[config.mk]
export PLATFORM = sky130hd
export DESIGN_NAME = mvm_stream
export DESIGN_NICKNAME = d
export VERILOG_FILES = /design/src/rtl/mvm_pkg.sv /design/src/rtl/mvm_lane.sv /design/src/rtl/mvm_stream.sv
export SDC_FILE = /design/constraint.sdc
export NUM_CORES = 1
export LEC_CHECK = 0
export CORE_AREA = 3 3 144 146
export DETAILED_ROUTE_END_ITERATION = 16
export DIE_AREA = 0 0 147 149
export DONT_BUFFER_PORTS = 1
export PLACE_DENSITY_LB_ADDON = 0.25
export SLEW_MARGIN = 30
export SYNTH_ARGS = -nofsm -noshare
export SYNTH_HDL_FRONTEND = slang
export SYNTH_SLANG_ARGS = --single-unit
[constraint.sdc]
create_clock -name clk -period 7 [get_ports clk]
set_clock_uncertainty 0.15 [all_clocks]
set_input_delay 0.7 -clock clk [delete_from_list [all_inputs] [get_ports clk]]
set_output_delay 0.7 -clock clk [all_outputs]
set_load 0.005 [all_outputs]
[src/rtl/mvm_pkg.sv]
// Shared types and width helpers for the streaming matrix-vector multiplier.
package mvm_pkg;

  // Top-level controller states.
  typedef enum logic [2:0] {
    IDLE   = 3'd0,
    LOAD_M = 3'd1,
    LOAD_V = 3'd2,
    CALC   = 3'd3,
    DRAIN  = 3'd4,
    OUT    = 3'd5
  } state_t;

  // Accumulator width that can hold the sum of n full B x B products.
  function automatic int acc_width(input int b, input int n);
    return 2 * b + $clog2(n);
  endfunction

  // Index width for a range of n entries, never narrower than one bit.
  function automatic int idx_width(input int n);
    return (n > 1) ? $clog2(n) : 1;
  endfunction

endpackage

[src/rtl/mvm_lane.sv]
// One MAC lane: holds its slice of the matrix plus a private vector copy,
// multiplies one A/x pair per cycle and emits a write strobe per finished row.
module mvm_lane
  import mvm_pkg::*;
#(
  parameter int R    = 2,
  parameter int N    = 4,
  parameter int B    = 6,
  parameter int PIPE = 0,
  parameter int AW   = acc_width(B, N),
  parameter int RW   = idx_width(R),
  parameter int CW   = idx_width(N),
  parameter int AAW  = idx_width(R * N)
) (
  input  logic                 clk,
  input  logic                 reset,
  input  logic                 a_we,
  input  logic [AAW-1:0]       a_addr,
  input  logic                 x_we,
  input  logic [CW-1:0]        x_addr,
  input  logic signed [B-1:0]  wdata,
  input  logic                 rd_en,
  input  logic [RW-1:0]        rd_row,
  input  logic [CW-1:0]        rd_col,
  output logic                 res_we,
  output logic [RW-1:0]        res_row,
  output logic signed [AW-1:0] res_data
);

  logic signed [B-1:0]    a_mem [R*N];
  logic signed [B-1:0]    x_mem [N];
  logic signed [B-1:0]    a_q;
  logic signed [B-1:0]    x_q;
  logic [AAW-1:0]         rd_addr;
  logic                   s1_valid;
  logic                   s1_first;
  logic                   s1_last;
  logic [RW-1:0]          s1_row;
  logic signed [2*B-1:0]  a_ext;
  logic signed [2*B-1:0]  x_ext;
  logic signed [2*B-1:0]  prod_full;
  logic signed [AW-1:0]   prod_ext;
  logic                   m_valid;
  logic                   m_first;
  logic                   m_last;
  logic [RW-1:0]          m_row;
  logic signed [AW-1:0]   m_prod;
  logic signed [AW-1:0]   acc;
  logic signed [AW-1:0]   acc_next;

  assign rd_addr = AAW'(int'(rd_row) * N + int'(rd_col));

  // Write ports for the matrix slice and the vector copy.
  always_ff @(posedge clk) begin
    if (a_we) a_mem[a_addr] <= wdata;
    if (x_we) x_mem[x_addr] <= wdata;
  end

  // Registered read of the current A/x pair.
  always_ff @(posedge clk) begin
    if (rd_en) begin
      a_q <= a_mem[rd_addr];
      x_q <= x_mem[rd_col];
    end
  end

  // Row/column tags travel alongside the read data.
  always_ff @(posedge clk) begin
    if (reset) begin
      s1_valid <= 1'b0;
      s1_first <= 1'b0;
      s1_last  <= 1'b0;
      s1_row   <= '0;
    end else begin
      s1_valid <= rd_en;
      s1_first <= (rd_col == '0);
      s1_last  <= (rd_col == CW'(N - 1));
      s1_row   <= rd_row;
    end
  end

  // Full-precision product, sign-extended to the accumulator width.
  assign a_ext     = {{B{a_q[B-1]}}, a_q};
  assign x_ext     = {{B{x_q[B-1]}}, x_q};
  assign prod_full = a_ext * x_ext;
  assign prod_ext  = {{(AW-2*B){prod_full[2*B-1]}}, prod_full};

  generate
    if (PIPE != 0) begin : g_pipe
      // Optional register between multiplier and adder.
      always_ff @(posedge clk) begin
        if (reset) m_valid <= 1'b0;
        else       m_valid <= s1_valid;
        m_first <= s1_first;
        m_last  <= s1_last;
        m_row   <= s1_row;
        m_prod  <= prod_ext;
      end
    end else begin : g_nopipe
      // Product feeds the adder directly.
      always_comb begin
        m_valid = s1_valid;
        m_first = s1_first;
        m_last  = s1_last;
        m_row   = s1_row;
        m_prod  = prod_ext;
      end
    end
  endgenerate

  assign acc_next = m_first ? m_prod : acc + m_prod;

  // Accumulator restarts on the first column of each row.
  always_ff @(posedge clk) begin
    if (reset)        acc <= '0;
    else if (m_valid) acc <= acc_next;
  end

  // The finished row sum is handed out in the same cycle its last term is added.
  assign res_we   = m_valid & m_last;
  assign res_row  = m_row;
  assign res_data = acc_next;

endmodule

[src/rtl/mvm_stream.sv]
// Streaming y = A*x engine: command FSM, load sequencing, P MAC lanes,
// result buffer and a valid/ready output port with optional ReLU.
module mvm_stream
  import mvm_pkg::*;
#(
  parameter int M    = 4,
  parameter int N    = 4,
  parameter int P    = 1,
  parameter int B    = 6,
  parameter int PIPE = 0,
  parameter int RELU = 0
) (
  input  logic                               clk,
  input  logic                               reset,
  input  logic                               load_matrix,
  input  logic                               load_vector,
  input  logic                               start,
  input  logic                               in_valid,
  output logic                               in_ready,
  input  logic signed [B-1:0]                data_in,
  output logic                               out_valid,
  input  logic                               out_ready,
  output logic signed [acc_width(B, N)-1:0]  data_out,
  output logic                               busy,
  output logic                               done
);

  localparam int AW  = acc_width(B, N);
  localparam int R   = M / P;
  localparam int CW  = idx_width(N);
  localparam int RW  = idx_width(R);
  localparam int LW  = idx_width(P);
  localparam int OW  = idx_width(M);
  localparam int AAW = idx_width(R * N);

  state_t               state;
  logic [CW-1:0]        ld_col;
  logic [RW-1:0]        ld_row;
  logic [LW-1:0]        ld_lane;
  logic [CW-1:0]        c_col;
  logic [RW-1:0]        c_row;
  logic                 drain_cnt;
  logic [OW-1:0]        out_idx;
  logic signed [AW-1:0] res_buf [M];
  logic                 in_fire;
  logic [AAW-1:0]       a_addr;
  logic [P-1:0]         lane_res_we;
  logic [RW-1:0]        lane_res_row  [P];
  logic signed [AW-1:0] lane_res_data [P];

  assign in_ready = (state == LOAD_M) || (state == LOAD_V);
  assign busy     = (state != IDLE);
  assign in_fire  = in_valid & in_ready;
  assign a_addr   = AAW'(int'(ld_row) * N + int'(ld_col));

  function automatic logic signed [AW-1:0] relu_fn(input logic signed [AW-1:0] v);
    if (RELU != 0 && v[AW-1]) return '0;
    return v;
  endfunction

  generate
    for (genvar gi = 0; gi < P; gi++) begin : g_lane
      mvm_lane #(
        .R(R), .N(N), .B(B), .PIPE(PIPE),
        .AW(AW), .RW(RW), .CW(CW), .AAW(AAW)
      ) u_lane (
        .clk      (clk),
        .reset    (reset),
        .a_we     (in_fire && (state == LOAD_M) && (ld_lane == LW'(gi))),
        .a_addr   (a_addr),
        .x_we     (in_fire && (state == LOAD_V)),
        .x_addr   (ld_col),
        .wdata    (data_in),
        .rd_en    (state == CALC),
        .rd_row   (c_row),
        .rd_col   (c_col),
        .res_we   (lane_res_we[gi]),
        .res_row  (lane_res_row[gi]),
        .res_data (lane_res_data[gi])
      );
    end
  endgenerate

  // Collect finished rows from every lane into the result buffer.
  always_ff @(posedge clk) begin
    for (int l = 0; l < P; l++) begin
      if (lane_res_we[l]) res_buf[OW'(l * R + int'(lane_res_row[l]))] <= lane_res_data[l];
    end
  end

  // Command FSM, load/compute counters and output handshake.
  always_ff @(posedge clk) begin
    if (reset) begin
      state     <= IDLE;
      ld_col    <= '0;
      ld_row    <= '0;
      ld_lane   <= '0;
      c_col     <= '0;
      c_row     <= '0;
      drain_cnt <= 1'b0;
      out_idx   <= '0;
      out_valid <= 1'b0;
      data_out  <= '0;
      done      <= 1'b0;
    end else begin
      done <= 1'b0;
      case (state)
        IDLE: begin
          if (load_matrix)      state <= LOAD_M;
          else if (load_vector) state <= LOAD_V;
          else if (start)       state <= CALC;
        end
        LOAD_M: begin
          if (in_fire) begin
            if (ld_col == CW'(N - 1)) begin
              ld_col <= '0;
              if (ld_row == RW'(R - 1)) begin
                ld_row <= '0;
                if (ld_lane == LW'(P - 1)) begin
                  ld_lane <= '0;
                  state   <= IDLE;
                end else begin
                  ld_lane <= ld_lane + LW'(1);
                end
              end else begin
                ld_row <= ld_row + RW'(1);
              end
            end else begin
              ld_col <= ld_col + CW'(1);
            end
          end
        end
        LOAD_V: begin
          if (in_fire) begin
            if (ld_col == CW'(N - 1)) begin
              ld_col <= '0;
              state  <= IDLE;
            end else begin
              ld_col <= ld_col + CW'(1);
            end
          end
        end
        CALC: begin
          if (c_col == CW'(N - 1)) begin
            c_col <= '0;
            if (c_row == RW'(R - 1)) begin
              c_row     <= '0;
              drain_cnt <= 1'b0;
              state     <= DRAIN;
            end else begin
              c_row <= c_row + RW'(1);
            end
          end else begin
            c_col <= c_col + CW'(1);
          end
        end
        DRAIN: begin
          // Wait out the RAM read and optional pipe stage before streaming.
          if (drain_cnt == 1'(PIPE)) state <= OUT;
          else                      drain_cnt <= 1'b1;
        end
        OUT: begin
          if (!out_valid) begin
            out_valid <= 1'b1;
            data_out  <= relu_fn(res_buf[out_idx]);
          end else if (out_ready) begin
            if (out_idx == OW'(M - 1)) begin
              out_idx   <= '0;
              out_valid <= 1'b0;
              done      <= 1'b1;
              state     <= IDLE;
            end else begin
              out_idx  <= out_idx + OW'(1);
              data_out <= relu_fn(res_buf[out_idx + OW'(1)]);
            end
          end
        end
        default: state <= IDLE;
      endcase
    end
  end

endmodule

# --- Word-level counts from Yosys, hierarchy flattened ---
# Memories as Yosys holds them, arrays and structs flattened. A register that Yosys moved wholly into a read port is not among the register bits.
# Index checks and enable logic that the tools add are counted.
totals:
  regBits: 50
  latch_bits: 0
  ramBits: 176
  romBits: 0
  in_bits: 13
  out_inout_bits: 18
  wordCells: 120
  mem_count: 3
op_classes:
  n_addsub: 9
  multipliers: 1
  n_div: 0
  order_cmp: 0
  eq_ne: 25
  n_shift: 0
  mux: 42
  bitwise_logic: 6
  n_reduce_logical: 18
memory_table:
  columns: ["name", "depth", "width", "read_ports", "rd_clocked_by_memory_dff", "wr", "line_no", "source"]
  rows:
  - ["g_lane[0].u_lane.a_mem", 16, 6, 1, 1, 1, "mvm_lane.sv:30", "logic signed [B-1:0] a_mem [R*N];"]
  - ["res_buf", 4, 14, 2, 1, 1, "mvm_stream.sv:44", "logic signed [AW-1:0] res_buf [M];"]
  - ["g_lane[0].u_lane.x_mem", 4, 6, 1, 1, 1, "mvm_lane.sv:31", "logic signed [B-1:0] x_mem [N];"]
ops:
  columns: ["operator", "count"]
  rows:
  - ["$mux 14", 4]
  - ["$mux 3", 15]
  - ["$ne 2x2->1 const B", 10]
  - ["$pmux 3 s6", 1]
  - ["$add 14x12->14", 1]
  - ["$mux 1", 14]
  - ["$mux 2", 7]
  - ["$reduce_and 13->1", 1]
  - ["$mul 6x6->12", 1]
  - ["$reduce_and 3->1", 4]
  - ["$add 2x1->2 const B", 5]
  - ["$eq 2x2->1 const B", 5]
  - ["$add 4x2->4", 2]
  - ["$ne 2x1->1 const B", 4]
  - ["$eq 3x2->1 const B", 2]
  - ["$eq 3x3->1 const B", 2]
  - ["$ne 4x4->1 const B", 1]
  - ["$not 1->1", 4]
  - ["$reduce_and 2->1", 2]
  - ["$reduce_and 4->1", 1]
  - ["$reduce_or 4->1", 1]
  - ["$eq 3x1->1 const B", 1]
  - ["$logic_and 1x1->1", 3]
  - ["$logic_not 3->1", 1]
  - ["8 further kinds", 9]

# --- Longest topological paths before layout ---
# Gate-level depths: netlist of run 1.
depth:
  ltp_word: 7
  mapped_depth: 23

# --- Cells and area by module ---
# A second synthesis of run 1 with hierarchy kept.
hier_totals:
  cells_unflattened: 767
  area_unflattened_um2: 11551.1
by_module_without_submodules:
  columns: ["mod", "instances", "cells_each", "area_each_um2", "seq_area_each_um2"]
  rows:
  - ["mvm_lane", 1, 515, 7757.4, 4344.2]
  - ["mvm_stream", 1, 252, 3793.6, 2302.2]

# --- Worst setup path before layout of run 1 ---
# Ideal clock, no wire load.
synth_timing:
  path_kind: "register to register"
  start: "register g_lane[0].u_lane.a_q[0], read port of g_lane[0].u_lane.a_mem"
  end: "memory res_buf[0][13] (netlist name) (data pin)"
  setup_time_ns: 0.287
  t_arrival_ns: 5.185
  t_required_ns: 6.563
  path_slack_ns: 1.379
  stages_incl_launch_ff: 23
  n_path_buf: 0
  period_less_slack_ns: 5.621
  cell_sequence: "edfxtp_1 > nand2b_1 > fa_1 > fa_1 > inv_1 > fa_1 > fa_1 > inv_1 > fa_1 > nor2b_1 > o21a_1 > nor2_1 > o21bai_1 > a21oi_1 > xnor2_1 > ha_1 > a21oi_1 > o21bai_1 > a21oi_1 > o21ai_2 > xnor2_1 > nor2_1 > xor2_1"
synth_between:
  elab_chain_len: 3
synth_lines:
  columns: ["item", "line_no", "source"]
  rows:
  - ["from (decl)", "mvm_lane.sv:32", "logic signed [B-1:0] a_q;"]
  - ["$mul 6x6->12 *", "mvm_lane.sv:85", "assign prod_full = a_ext * x_ext;"]
  - ["$add 14x12->14", "mvm_lane.sv:111", "assign acc_next = m_first ? m_prod : acc + m_prod;"]
  - ["$mux 14 *", "mvm_lane.sv:111", null]
  - ["net g_lane[0].u_lane.res_data[13]", "mvm_lane.sv:27", "output logic signed [AW-1:0] res_data"]
  - ["to (decl)", "mvm_stream.sv:44", null]
# The timed path passes the listed nets; every way through them passes the cells marked *.

# --- Worst setup path in the final report of run 1 ---
layout_timing:
  start: "register g_lane[0].u_lane.a_q[0], read port of g_lane[0].u_lane.a_mem"
  end: "memory res_buf[2][13] (netlist name) (data pin)"
# The elaborated chain is that of the path after synthesis.

==> summary.md, run 1 <==
| Metric | Value |
|---|---|
| Outcome | `complete, no violations` |
| TNS Setup | `0 ns` |
| Initial core utilization | `59.57%` |
| Sequential area share after synthesis | `57.14%` |
| Routed met3 length | `887 µm` |
| Crit path launch type | `flip-flop` |
| Post-route ant nets | `0` |
| IO Pins | `31` |
| TritonCTS clock tree | `yes` |
| Final worst setup slack | `0.8707 ns` |
| Critical Path RT | `7.15 ns` |
| Crit-path max cell delay | `0.58 ns` |
| Worst slew margin | `41.78%` |
| DP Worst Slack | `0.9767 ns` |
| Uppermost routed layer | `met4` |
| Worst vdd ir | `256.5 µV` |
| Hold-fix buffers, CTS | `0` |
| Setup Buffers After CTS | `0` |
| Cell Pwr Density | `342.4 nW/µm²` |
| Clock buffer count from CTS | `25` |
| Sink Count | `238` |
| DP HPWL | `14.98 mm` |
| Crit path capture type | `flip-flop` |
| Switch share | `31.56%` |
| Type of the worst setup path | `reg -> reg` |
| Initial antenna violation count | `0` |
| Pins Over Slew Limit | `0` |
| Clk buf depth | `3` |
| Comb power frac | `29.9%` |
| Total Routing Usage GR | `20.80%` |
| Worst-path clk slew | `0.06 ns` |
| Internal | `0.002975 W` |
| Gpl congestion | `0.8252` |
| Hold Fails Final Rpt | `0` |
| Drt drc | `0` |
| Wl on met1 | `8.741 mm` |
| Crit-path most repeated cell | `fa_1` |
| Worst path arrival time | `6.28 ns` |
| Syn nets | `881` |
| Sw power | `0.001372 W` |
| Flops & latches, synth | `238` |
| Chip width | `147 µm` |
| Sequential share of power | `40.0%` |
| Syn Std Cell Area | `11,630 µm²` |
| Total Power | `0.004347 W` |
| Pre-antenna DRT Iters | `5` |
| Top FF cell, synth | `edfxtp_1` |
| H-tree Lvls | `1` |
| Post-Route WL | `22.17 mm` |
| Post-synth EDFFs | `188` |
| Crit path cell chain | `nand2b_1, fa_1, fa_1, inv_1, fa_1, fa_1, inv_1, fa_1, nor2b_1, o21a_1, nor2_1, o21bai_1, a21oi_1, xnor2_1, ha_1, a21oi_1, o21bai_1, a21oi_1, o21ai_2, xnor2_1, nor2_1, xor2_1` |
| Average wire per standard cell | `20.64 µm` |
| IO Port Bufs | `0` |
| Min Tclk post-route | `6.129 ns` |
| Synth warnings | `0` |
| Root Driver | `clkbuf_16` |
| CP max-delay cell | `fa_1` |
| Clock power frac | `30.1%` |
| Period utilization | `87.56%` |
| Cell variety after synth | `53` |
| Cts repair resizes | `0` |
| Largest net degree at the start of global routing | `49` |
| Ratio of cells with drive above 1 in the final layout | `16.07%` |
| FMAX | `163.2 MHz` |
| Async SR Flop Fraction | `0%` |
| Vias in the first global route | `6,775` |
| Lkg Pwr | `4.432 nW` |
| FP Rows | `51` |
| First-pass GRT wire length | `36.11 mm` |
| Vias | `6,385` |
| Met2 Routed Length | `11.94 mm` |
| Hold Crit Class | `in -> reg` |
| DRT iter0 DRCs | `340` |
| RSZ-0062 raised after global routing | `no` |
| Die area | `21,900 µm²` |
| Via/cell ratio | `5.945` |
| Nets@finish | `878` |
| Mean Syn Cell Area | `14.67 µm²` |
| Final Setup Violations | `0` |
| Insertion delay to the later sink of the worst-skew pair | `0.52 ns` |
| Die Y | `149 µm` |
| Area grow syn2layout | `9.144%` |
| Maxcap violations | `0` |
| Worst-margin pin slew | `0.8722 ns` |
| CP Max Fanout | `8` |
| Total grt overflow | `0` |
| Number of diodes | `0` |
| Core region area | `19,530 µm²` |
| Cell count after synthesis | `793` |
-- Yosys cell counts, drive strengths merged, types with 2 or more instances --
master / instances / area [µm²]
buf: 16 / 86.34
o21bai: 4 / 30.03
a31oi: 4 / 25.02
mux2i: 23 / 230.2
inv: 48 / 180.2
and3: 18 / 112.6
nand4: 3 / 18.77
mux4: 64 / 1441
nand3: 10 / 50.05
clkbuf: 20 / 75.07
nand3b: 4 / 30.03
o21a: 2 / 15.01
ha: 48 / 600.6
a21oi: 31 / 162.7
fa: 27 / 540.5
a311oi: 4 / 35.03
nor2b: 12 / 75.07
xor2: 5 / 43.79
nand2: 44 / 167.7
nor3: 9 / 45.04
a21o: 4 / 30.03
edfxtp: 188 / 5645
mux2: 4 / 45.04
nor2: 50 / 187.7
xnor2: 19 / 173.9
o21ai: 14 / 77.58
nand2b: 5 / 31.28
nor4: 4 / 25.02
and2: 25 / 156.4
nor3b: 4 / 30.03
dfxtp: 50 / 1001
a211oi: 17 / 127.6
or3: 2 / 12.51
-- cell type report --
cell class              count  area, µm²
clock inverters            16      166.4
repair buffers              6      45.04
fillers                  1364       6832
well taps                 265      331.6
multi-input cells         471       4663
clock buffers              30      654.4
inverters                  48      180.2
flip-flops and latches    238       6654
-- flip-flops by register name, summed over array words and instances (netlist names), 3 cells and up, named ones only --
register and flops:
g_lane.u_lane.x_q 6, g_lane.u_lane.a_q 6, data_out 14, res_buf 56, g_lane.u_lane.acc 14, g_lane.u_lane.x_mem 24
g_lane.u_lane.a_mem 96, state 3
-- layout by cell type (no fill, tap or decap), types with 3 or more instances in the layout --
cell type / count
and2_1: 25
ha_1: 47
mux2_2: 3
dfxtp_2: 3
a21o_1: 4
o21bai_1: 4
and3_1: 18
clkinv_2: 4
xor2_1: 5
clkbuf_1: 4
xnor2_1: 18
bufinv_16: 3
buf_4: 6
o21ai_1: 4
nor4_1: 4
nand3_1: 10
a211oi_1: 17
nand2b_1: 5
inv_1: 48
nor3b_1: 4
dfxtp_1: 46
nand4_1: 3
mux4_2: 64
a31oi_1: 4
nor3_1: 7
clkinv_1: 4
nand2_1: 43
a311oi_1: 4
edfxtp_1: 188
fa_1: 27
nor2b_1: 12
o21ai_0: 8
a21oi_1: 29
nor2_1: 50
mux2i_1: 23
clkbuf_16: 25
nand3b_1: 4
-- cells by family (layout without fill, tap and decap cells) --
logic type	Yosys count	count (layout)	share of synthesized area, %
AO/OA/AOI/OAI	88	88	5.142
buffers and inverters	84	100	2.937
flip-flops	238	238	57.14
XOR/XNOR	24	24	1.872
adder cells (fa/ha/maj)	75	75	9.811
AND/OR/NAND/NOR	193	193	8.337
multiplexers	91	91	14.76
-- worst max-delay path: cells and delay by family, from the launching register on --
family | cells | cell delay, ns
buf+inv | 2 | 0.12
fa+ha+maj | 6 | 2.99
simple gates | 4 | 0.50
compound gates | 7 | 1.12
flops | 1 | 0.45
xor+xnor | 3 | 0.57
-- final timing paths --
path	startpoint	endpoint	slack, ns	depth (start not counted)
max	g_lane[0].u_lane.a_q[0]	res_buf[2][13]	0.87	22
min	reset	g_lane[0].u_lane.acc[11]	0.10	1
max reg2reg	g_lane[0].u_lane.a_q[0]	res_buf[2][13]	0.87	22
min reg2reg	g_lane[0].u_lane.acc[7]	g_lane[0].u_lane.acc[7]	0.34	1
-- routing by layer --
metal | vias up | track usage (%)
met5 | - | 0
met4 | 0 | 6.291
met2 | 149 | 37.82
met1 | 3231 | 26.20
met3 | 40 | 2.887
li1 | 2965 | -
-- stage by stage --
| stage | std cells | utilization [%] | hold WS (ns) | instance area (µm²) |
|---|---|---|---|---|
| 2_1_floorplan | 793 | - | 0.3078 | 11630 |
| 5_1_grt | 1074 | 65.01 | 0.07833 | 12690 |
| 3_5_place_dp | 1028 | 60.80 | 0.3279 | 11870 |
| 4_1_cts | 1074 | 65.00 | 0.08437 | 12690 |
| 3_3_place_gp | 1028 | 60.73 | 0.3169 | 11860 |
| 6_report | 1074 | 65.01 | 0.1048 | 12690 |
-- power by group through the flow --
stage          logic (W)  clock network, W  registers, W
6_report         0.00130           0.00131       0.00174
5_1_grt          0.00146           0.00138       0.00174
4_1_cts          0.00130           0.00133       0.00174
3_5_place_dp     0.00129                 0       0.00177
3_3_place_gp     0.00124                 0       0.00176
2_1_floorplan    0.00105                 0       0.00172
Power figures use the tool's default switching activity.
==> run 2: changes to the inputs <==
CORE_AREA = 3 3 139 141   (was 3 3 144 146)
DIE_AREA = 0 0 142 144   (was 0 0 147 149)
==> summary.md, run 2 (synthesized netlist as in run 1, its figures left out) <==
| Metric | Value |
|---|---|
| Outcome | `complete, no violations` |
| Period utilization | `86.15%` |
| Gpl congestion | `0.8629` |
| Pins Over Slew Limit | `0` |
| DP HPWL | `14.85 mm` |
| Drt drc | `0` |
| Worst-margin pin slew | `0.8616 ns` |
| CP Max Fanout | `8` |
| Hold Crit Class | `in -> reg` |
| Layout Cells excl Fill | `1,038` |
| TritonCTS clock tree | `yes` |
| Hold-fix buffers, CTS | `0` |
| Worst path arrival time | `6.10 ns` |
| Post-Place Cells | `993` |
| Crit path from | `g_lane[0].u_lane.a_q[0]` |
| Nets@finish | `879` |
| Pre-antenna DRT Iters | `5` |
| RSZ-0062 raised after global routing | `no` |
| Die Y | `144 µm` |
| H-tree Lvls | `1` |
| Core region area | `18,090 µm²` |
| First-pass GRT wire length | `36.02 mm` |
| Chip width | `142 µm` |
| Setup Buffers After CTS | `0` |
| DRT iter0 DRCs | `372` |
| Fin area | `12,630 µm²` |
| Worst-path clk slew | `0.07 ns` |
| Maxcap violations | `0` |
| Via/cell ratio | `6.220` |
| Commonest non-fill, non-tap cells in the layout | `edfxtp_1 (188), mux4_2 (64), nor2_1 (50)` |
| Commonest non-fill, non-tap cell in the layout | `edfxtp_1` |
| FP Rows | `49` |
| Crit path capture type | `flip-flop` |
| Cts repair resizes | `0` |
| Root Driver | `clkbuf_16` |
| IO Pins | `31` |
| Cell Pwr Density | `339.5 nW/µm²` |
| Final worst setup slack | `0.9697 ns` |
| Die area | `20,450 µm²` |
| Type of the worst setup path | `reg -> reg` |
| Area grow syn2layout | `8.595%` |
| IO Port Bufs | `0` |
| Ratio of cells with drive above 1 in the final layout | `16.07%` |
| Insertion delay to the later sink of the worst-skew pair | `0.52 ns` |
| FMAX | `165.8 MHz` |
| Post-route ant nets | `0` |
| Total Power | `0.004288 W` |
| Lkg Pwr | `4.432 nW` |
| Average wire per standard cell | `21.34 µm` |
| Worst vdd ir | `301.4 µV` |
| Clock buffer count from CTS | `25` |
| Vias in the first global route | `6,886` |
| Initial antenna violation count | `0` |
| DP Area | `11,830 µm²` |
| Clk buf depth | `3` |
| Post-Route WL | `22.15 mm` |
| TNS Setup | `0 ns` |
| Initial core utilization | `64.31%` |
| DP Worst Slack | `1.010 ns` |
| Sink Count | `238` |
| Hold Fails Final Rpt | `0` |
| Max reg flops | `96` |
| Number of diodes | `0` |
| Critical Path RT | `7.07 ns` |
| Worst slew margin | `42.48%` |
| Crit path launch type | `flip-flop` |
| Total grt overflow | `0` |
| Min Tclk post-route | `6.030 ns` |
| Largest net degree at the start of global routing | `49` |
| Total Routing Usage GR | `22.55%` |
| Final Setup Violations | `0` |
| Most flops, register | `g_lane.u_lane.a_mem` |
| Worst Hold Launch | `reset` |
| Vias | `6,456` |
| RR Startpoint | `g_lane[0].u_lane.a_q[0]` |
## run 2: report_power, final
| group | total [W] | internal (W) | leakage (nW) | switching, W |
|---|---|---|---|---|
| registers | 0.00173 | 0.00168 | 2.10 | 0.0000454 |
| clock network | 0.00127 | 0.000735 | 0.392 | 0.000531 |
| logic | 0.00129 | 0.000511 | 1.94 | 0.000781 |
| total | 0.00429 | 0.00293 | 4.43 | 0.00136 |
## run 2: per-stage QoR
step	utilization, %	hold slack (ns)
3_5_place_dp	65.42	0.3319
4_1_cts	69.82	0.07658
6_report	69.84	0.1049
5_1_grt	69.84	0.07790
3_3_place_gp	65.35	0.3210
2_1_floorplan	-	0.3078
## run 2: area by class of cell
type                    count  area [µm²]
well taps                 229       286.5
inverters                  48       180.2
clock inverters            17       158.9
clock buffers              28       636.9
multi-input cells         471        4663
flip-flops and latches    238        6653
fillers                  1150        5455
repair buffers              7       52.55
## run 2: worst max-delay path, cell delays in order, from the launching register on
cell and delay, ns:
edfxtp_1 0.44, nand2b_1 0.20, fa_1 0.52, fa_1 0.54, inv_1 0.05, fa_1 0.50, fa_1 0.57, inv_1 0.06
fa_1 0.46, nor2b_1 0.15, o21a_1 0.13, nor2_1 0.06, o21bai_1 0.21, a21oi_1 0.12, xnor2_1 0.13, ha_1 0.39
a21oi_1 0.27, o21bai_1 0.11, a21oi_1 0.19, o21ai_2 0.12, xnor2_1 0.15, nor2_1 0.06, xor2_1 0.17
## run 2: worst paths after layout
kind / endpoint / slack [ns] / cells past startpoint
worst max-delay path: res_buf[1][13] / 0.97 / 22
worst min-delay path: g_lane[0].u_lane.acc[13] / 0.10 / 1
worst max register to register: res_buf[1][13] / 0.97 / 22
worst min register to register: g_lane[0].u_lane.acc[10] / 0.34 / 2
## run 2: per-layer routing
metal	vias to the layer above	track usage (%)	routed length [µm]
met5	-	0	0
met4	0	7.121	651
met3	51	3.307	895
met2	179	40.55	11820
met1	3239	28.53	8789
li1	2987	-	-
